**src/rtl/ulpi_reg_arbiter.sv**
```systemverilog
// ULPI register-port arbiter. It writes the PHY init table, then serves two clients with round-robin arbitration.
// Latency: EN is issued 1 cycle after a grant, and ACK is pulsed 1 cycle after DONE. A failure or timeout re-issues after a 1-cycle gap.
// Backpressure: a client holds REQ until its ACK. The PHY stalls by withholding DONE, bounded by TIMEOUT.
module ulpi_reg_arbiter #(
    parameter int          MAX_RETRY      = 3,
    parameter int          TIMEOUT        = 255,
    parameter logic [7:0]  INIT_FUNC_CTRL = 8'h45,
    parameter logic [7:0]  INIT_OTG_CTRL  = 8'h00
) (
    input  logic       CLK_60M,
    input  logic       NRST_A_USB,
    input  logic       ULPI_READY,
    output logic       ULPI_REG_EN,
    output logic       ULPI_REG_RW,
    output logic [5:0] ULPI_REG_ADDR,
    output logic [7:0] ULPI_REG_WDATA,
    input  logic [7:0] ULPI_REG_RDATA,
    input  logic       ULPI_REG_DONE,
    input  logic       ULPI_REG_FAIL,
    input  logic       C0_REQ,
    input  logic       C0_RW,
    input  logic [5:0] C0_ADDR,
    input  logic [7:0] C0_WDATA,
    output logic       C0_ACK,
    output logic       C0_ERR,
    output logic [7:0] C0_RDATA,
    input  logic       C1_REQ,
    input  logic       C1_RW,
    input  logic [5:0] C1_ADDR,
    input  logic [7:0] C1_WDATA,
    output logic       C1_ACK,
    output logic       C1_ERR,
    output logic [7:0] C1_RDATA,
    output logic       INIT_DONE,
    output logic       INIT_ERR
);

    typedef enum logic [2:0] {
        WAIT_READY, INIT_ISSUE, INIT_WAIT, IDLE, ISSUE, WAIT, GAP
    } state_t;

    localparam logic [7:0]  RETRY_LIM = 8'(MAX_RETRY);
    localparam logic [15:0] TMO_LIM   = 16'(TIMEOUT);

    state_t      state_q, state_d;
    state_t      gap_nxt_q, gap_nxt_d;     // where GAP hands over: re-issue, next init entry or IDLE
    logic        rw_q, rw_d;
    logic [5:0]  addr_q, addr_d;
    logic [7:0]  wdata_q, wdata_d;
    logic [7:0]  retry_q, retry_d;
    logic [15:0] tmo_q, tmo_d;
    logic        idx_q, idx_d;             // init table index
    logic        owner_q, owner_d;         // client owning the current access
    logic        prio_q, prio_d;           // client preferred on a tie
    logic        init_done_q, init_done_d;
    logic        init_err_q, init_err_d;
    logic [1:0]  ack_q, ack_d;
    logic [1:0]  err_q, err_d;
    logic [7:0]  rdata0_q, rdata0_d;
    logic [7:0]  rdata1_q, rdata1_d;

    logic        en;
    logic        acc_done;
    logic        acc_fail;
    logic        gnt;

    // A DONE that coincides with FAIL wins. A timeout fires TIMEOUT cycles after EN.
    assign acc_done = ULPI_REG_DONE;
    assign acc_fail = !ULPI_REG_DONE && (ULPI_REG_FAIL || ((tmo_q + 16'd1) == TMO_LIM));

    // Next-state, access latching, retry and completion bookkeeping.
    always_comb begin
        state_d     = state_q;
        gap_nxt_d   = gap_nxt_q;
        rw_d        = rw_q;
        addr_d      = addr_q;
        wdata_d     = wdata_q;
        retry_d     = retry_q;
        tmo_d       = tmo_q;
        idx_d       = idx_q;
        owner_d     = owner_q;
        prio_d      = prio_q;
        init_done_d = init_done_q;
        init_err_d  = init_err_q;
        ack_d       = 2'b00;
        err_d       = 2'b00;
        rdata0_d    = rdata0_q;
        rdata1_d    = rdata1_q;
        en          = 1'b0;
        gnt         = 1'b0;

        case (state_q)
            WAIT_READY: begin
                if (ULPI_READY) begin
                    state_d = INIT_ISSUE;
                    idx_d   = 1'b0;
                    retry_d = 8'd0;
                    rw_d    = 1'b1;
                    addr_d  = 6'h04;
                    wdata_d = INIT_FUNC_CTRL;
                end
            end
            INIT_ISSUE: begin
                en      = 1'b1;
                tmo_d   = 16'd0;
                state_d = INIT_WAIT;
            end
            INIT_WAIT: begin
                tmo_d = tmo_q + 16'd1;
                if (acc_done || acc_fail) begin
                    state_d = GAP;
                    if (acc_fail && (retry_q < RETRY_LIM)) begin
                        retry_d   = retry_q + 8'd1;
                        gap_nxt_d = INIT_ISSUE;
                    end else begin
                        if (acc_fail) begin
                            init_err_d = 1'b1;
                        end
                        if (idx_q) begin
                            init_done_d = 1'b1;
                            gap_nxt_d   = IDLE;
                        end else begin
                            idx_d     = 1'b1;
                            retry_d   = 8'd0;
                            rw_d      = 1'b1;
                            addr_d    = 6'h0A;
                            wdata_d   = INIT_OTG_CTRL;
                            gap_nxt_d = INIT_ISSUE;
                        end
                    end
                end
            end
            IDLE: begin
                if (C0_REQ || C1_REQ) begin
                    gnt     = (C0_REQ && C1_REQ) ? prio_q : C1_REQ;
                    owner_d = gnt;
                    prio_d  = ~gnt;
                    retry_d = 8'd0;
                    rw_d    = gnt ? C1_RW    : C0_RW;
                    addr_d  = gnt ? C1_ADDR  : C0_ADDR;
                    wdata_d = gnt ? C1_WDATA : C0_WDATA;
                    state_d = ISSUE;
                end
            end
            ISSUE: begin
                en      = 1'b1;
                tmo_d   = 16'd0;
                state_d = WAIT;
            end
            WAIT: begin
                tmo_d = tmo_q + 16'd1;
                if (acc_done || acc_fail) begin
                    state_d = GAP;
                    if (acc_fail && (retry_q < RETRY_LIM)) begin
                        retry_d   = retry_q + 8'd1;
                        gap_nxt_d = ISSUE;
                    end else begin
                        ack_d[owner_q] = 1'b1;
                        err_d[owner_q] = acc_fail;
                        if (acc_done && !rw_q) begin
                            if (owner_q) begin
                                rdata1_d = ULPI_REG_RDATA;
                            end else begin
                                rdata0_d = ULPI_REG_RDATA;
                            end
                        end
                        gap_nxt_d = IDLE;
                    end
                end
            end
            GAP: begin
                state_d = gap_nxt_q;
            end
            default: begin
                state_d = WAIT_READY;
            end
        endcase
    end

    // State and datapath registers. Reset aborts any access in flight.
    always_ff @(posedge CLK_60M or negedge NRST_A_USB) begin
        if (!NRST_A_USB) begin
            state_q     <= WAIT_READY;
            gap_nxt_q   <= IDLE;
            rw_q        <= 1'b0;
            addr_q      <= 6'd0;
            wdata_q     <= 8'd0;
            retry_q     <= 8'd0;
            tmo_q       <= 16'd0;
            idx_q       <= 1'b0;
            owner_q     <= 1'b0;
            prio_q      <= 1'b0;
            init_done_q <= 1'b0;
            init_err_q  <= 1'b0;
            ack_q       <= 2'b00;
            err_q       <= 2'b00;
            rdata0_q    <= 8'd0;
            rdata1_q    <= 8'd0;
        end else begin
            state_q     <= state_d;
            gap_nxt_q   <= gap_nxt_d;
            rw_q        <= rw_d;
            addr_q      <= addr_d;
            wdata_q     <= wdata_d;
            retry_q     <= retry_d;
            tmo_q       <= tmo_d;
            idx_q       <= idx_d;
            owner_q     <= owner_d;
            prio_q      <= prio_d;
            init_done_q <= init_done_d;
            init_err_q  <= init_err_d;
            ack_q       <= ack_d;
            err_q       <= err_d;
            rdata0_q    <= rdata0_d;
            rdata1_q    <= rdata1_d;
        end
    end

    assign ULPI_REG_EN    = en;
    assign ULPI_REG_RW    = rw_q;
    assign ULPI_REG_ADDR  = addr_q;
    assign ULPI_REG_WDATA = wdata_q;
    assign C0_ACK         = ack_q[0];
    assign C0_ERR         = err_q[0];
    assign C0_RDATA       = rdata0_q;
    assign C1_ACK         = ack_q[1];
    assign C1_ERR         = err_q[1];
    assign C1_RDATA       = rdata1_q;
    assign INIT_DONE      = init_done_q;
    assign INIT_ERR       = init_err_q;

endmodule

```
**config.mk**
```make
export PLATFORM = sky130hd
export DESIGN_NAME = ulpi_reg_arbiter
export DESIGN_NICKNAME = d
export VERILOG_FILES = /design/src/rtl/ulpi_reg_arbiter.sv
export SDC_FILE = /design/constraint.sdc
export NUM_CORES = 1
export LEC_CHECK = 0
export CAP_MARGIN = 10
export CORE_MARGIN = 4
export CORE_UTILIZATION = 46
export DETAILED_ROUTE_END_ITERATION = 7
export PLACE_DENSITY = 0.72
export SETUP_SLACK_MARGIN = 0.2
export SYNTH_ARGS = -nofsm -noshare
export SYNTH_HDL_FRONTEND = slang
export SYNTH_SLANG_ARGS = --single-unit
```
**constraint.sdc**
```tcl
create_clock -name CLK_60M -period 4.45 [get_ports CLK_60M]
set_clock_uncertainty 0.15 [all_clocks]
set_input_delay 0.6675 -clock CLK_60M [delete_from_list [all_inputs] [get_ports CLK_60M]]
set_output_delay 0.6675 -clock CLK_60M [all_outputs]
set_load 0.1 [all_outputs]
```
==> reports/summary.txt <==
Status = complete, no violations
Cell Rows = 32
Via count of the first global-routing pass = 3,129
Synthesized cell area = 3665 um^2
Layout Cells excl Fill = 548
Layout cells sized above 1 = 0.1457
Relative max-transition margin = 0.3163
Post-Synthesis Cells = 361
First-pass GRT wire length = 15,150 um
Post-Layout Inst Area = 4732 um^2
HP Class = primary input to asynchronous set/reset pin
Antenna viol nets, final = 0
Clk root buf = clkbuf_8
Synth area leader = dfrtp_1
Placer Congestion = 0.8322
Synth-to-layout area growth = 29.12%
Worst-margin pin slew = 1022 ps
# hold bufs at CTS = 0
Fmax = 289.6 MHz
Slowest CP cell = clkdlybuf4s50_1
Number of DRC markers in iteration 0 = 196
Worst-skew pair later-pin latency = 350 ps
Critical path endpoint category = output port
H-tree depth = 3
CTS tree = yes
PostCTS Resize Cnt = 0
Slew Limit Fails = 0
Most frequent cell after synthesis = dfrtp_1
# DRC = 0
Minimum clock period after layout = 3453 ps
Startpoint Class = flop
First-pass DRT Iterations = 4
Hpwl dp = 6258 um
Top delay family on crit path = buffers and inverters
Total Power Consumption = 3.163 mW
Core Area = 7727 um^2
CTS sink cnt = 70
Max clock buf depth = 2
Most common library cells after synthesis = dfrtp_1 (68), nor2_1 (33), o21ai_0 (31)
Area after DPL = 4558 um^2
Met2 Track Usage GR = 0.3126
Buffers on Ports = 82
Vias = 3,076
Setup Fix Bufs, Post-CTS = 0
Power Density = 668.4 nW/um^2
Max incr delay on CP = 1170 ps
Worst Path Arrival = 2640 ps
Synthesized net count = 409
Final hold violation count = 0
WL final = 8853 um
Synth warnings = 0
TritonCTS buffer count = 9
Initial antenna violation count = 0
CTS clk-pin slew, worst paths = 80 ps
Die H = 97.26 um
Vias/cell = 5.613
Setup crit start = state_q[0]$_DFFE_PN0P_
Pin count of the biggest net entering global routing = 43
GR Util met1 = 0.2436
Post-Syn Area per Cell = 10.15 um^2
Final Cycle Share = 0.7760
Sequential share of the synthesized area = 0.4787
Global Route Usage Sum = 0.1944
Max cap viols = 0
Synth async-reset ratio = 1.000
Setup TNS = 0 ps
Ranking of synthesized cells by area = dfrtp_1 (46%), mux2_2 (7.1%), o21ai_0 (4.2%)
Die width = 97.26 um
RSZ-0062 raised after global routing = false
Pleak = 2.019 nW
Inst Count DP = 532
Die area = 9459 um^2
Hold WS = 287.5 ps
Crit path kind = flop to output port
VDD IR max = 0.3933 mV
Worst Path Required = 3630 ps
Grt ovf = 0
WL/cell = 16.16 um
Post-synth EDFFs = 0
Final setup fails = 0
GRT busiest layer = met2
# IOs = 83
Worst Path Buf+Inv = 1
Critical path cell sequence = xnor2_1, nor2_1, clkdlybuf4s50_1
Worst R2R Start = tmo_q[0]$_DFFE_PN0P_
Antenna diodes = 0
Share of Yosys cell area claimed by the top area cell type = 0.4643
Largest fanout on the critical path = 21
Met3 GRT Util = 0.05599
Initial Util = 0.4743
Most used DFF post-synth = dfrtp_1
Synth Register Bits = 70
Cell variety after synth = 61
Nets@finish = 489
[per-layer routing]
layer / vias to the layer above / wire length [um]
li1: 1482 / -
met1: 1494 / 3835
met2: 83 / 4244
met3: 17 / 572
met4: 0 / 200
met5: - / 0
[layout make-up]
cell class	instances	area, um^2
repair buffers	87	853.3
well taps	102	127.6
clock inverters	7	50.05
clock buffers	9	123.9
flip-flops and latches	70	1754
inverters	9	33.78
fillers	647	2995
multi-input cells	264	1789
[path summary, 6_finish.rpt]
check                      slack [ps]                        to  depth (start not counted)
min in group CLK_60M              330    retry_q[2]$_DFFE_PN0P_                          1
setup reg to reg                 1100    retry_q[0]$_DFFE_PN0P_                          8
hold / removal                    290   C0_RDATA[5]$_DFFE_PN0P_                          1
max in group asynchronous        2880  gap_nxt_q[1]$_DFFE_PN1P_                          2
setup / recovery                 1000               ULPI_REG_EN                          3
hold reg to reg                   330    retry_q[2]$_DFFE_PN0P_                          1
[cells in the final DEF (no fill, tap or decap), drive strengths merged, types with 2 or more instances in the layout]
cell / count
clkdlybuf4s50: 81
dfrtp: 68
nor2: 34
o21ai: 32
nand2: 27
a21oi: 23
mux2: 23
a31o: 14
mux2i: 12
clkbuf: 9
inv: 9
nand3: 9
a31oi: 8
nand4: 8
nor3: 7
xnor2: 6
buf: 6
a211oi: 5
nor4: 5
and2b: 4
and2: 4
or4: 4
clkinv: 4
and3: 3
nor2b: 3
o22ai: 3
ha: 3
clkinvlp: 3
o31ai: 2
or3: 2
nor3b: 2
o21bai: 2
o21a: 2
xor2: 2
dfstp: 2
o211ai: 2
a311oi: 2
[where the power goes]
part	internal [mW]	switching, mW	total [mW]
clock	0.203	0.256	0.458
sequential	0.788	0.170	0.957
combinational	0.504	1.24	1.75
[registers in the layout, indices dropped and copies added (netlist names)]
name	flops
state_q	3
owner_q	1
retry_q	8
prio_q	1
gap_nxt_q	3
err_q	2
idx_q	1
C0_RDATA	8
ULPI_REG_ADDR	6
INIT_DONE	1
INIT_ERR	1
ULPI_REG_WDATA	8
tmo_q	16
ack_q	2
ULPI_REG_RW	1
C1_RDATA	8
[stage by stage]
stage                     utilization  setup slack [ps]
after global placement         0.5899             995.1
final                          0.6124             996.7
after detailed placement       0.5899             901.0
after CTS                      0.6124             994.9
after global routing           0.6124             774.2
after floorplan                     -              1234
[logic make-up after synthesis]
family	count (synthesis)	share of synthesized area
simple gates	117	0.1700
compound gates	101	0.1854
flops	70	0.4787
mux	35	0.1035
buf+inv	27	0.03312
xor+xnor	8	0.01912
fa+ha+maj	3	0.01024
Note: power is estimated with default switching activity, not from simulation.
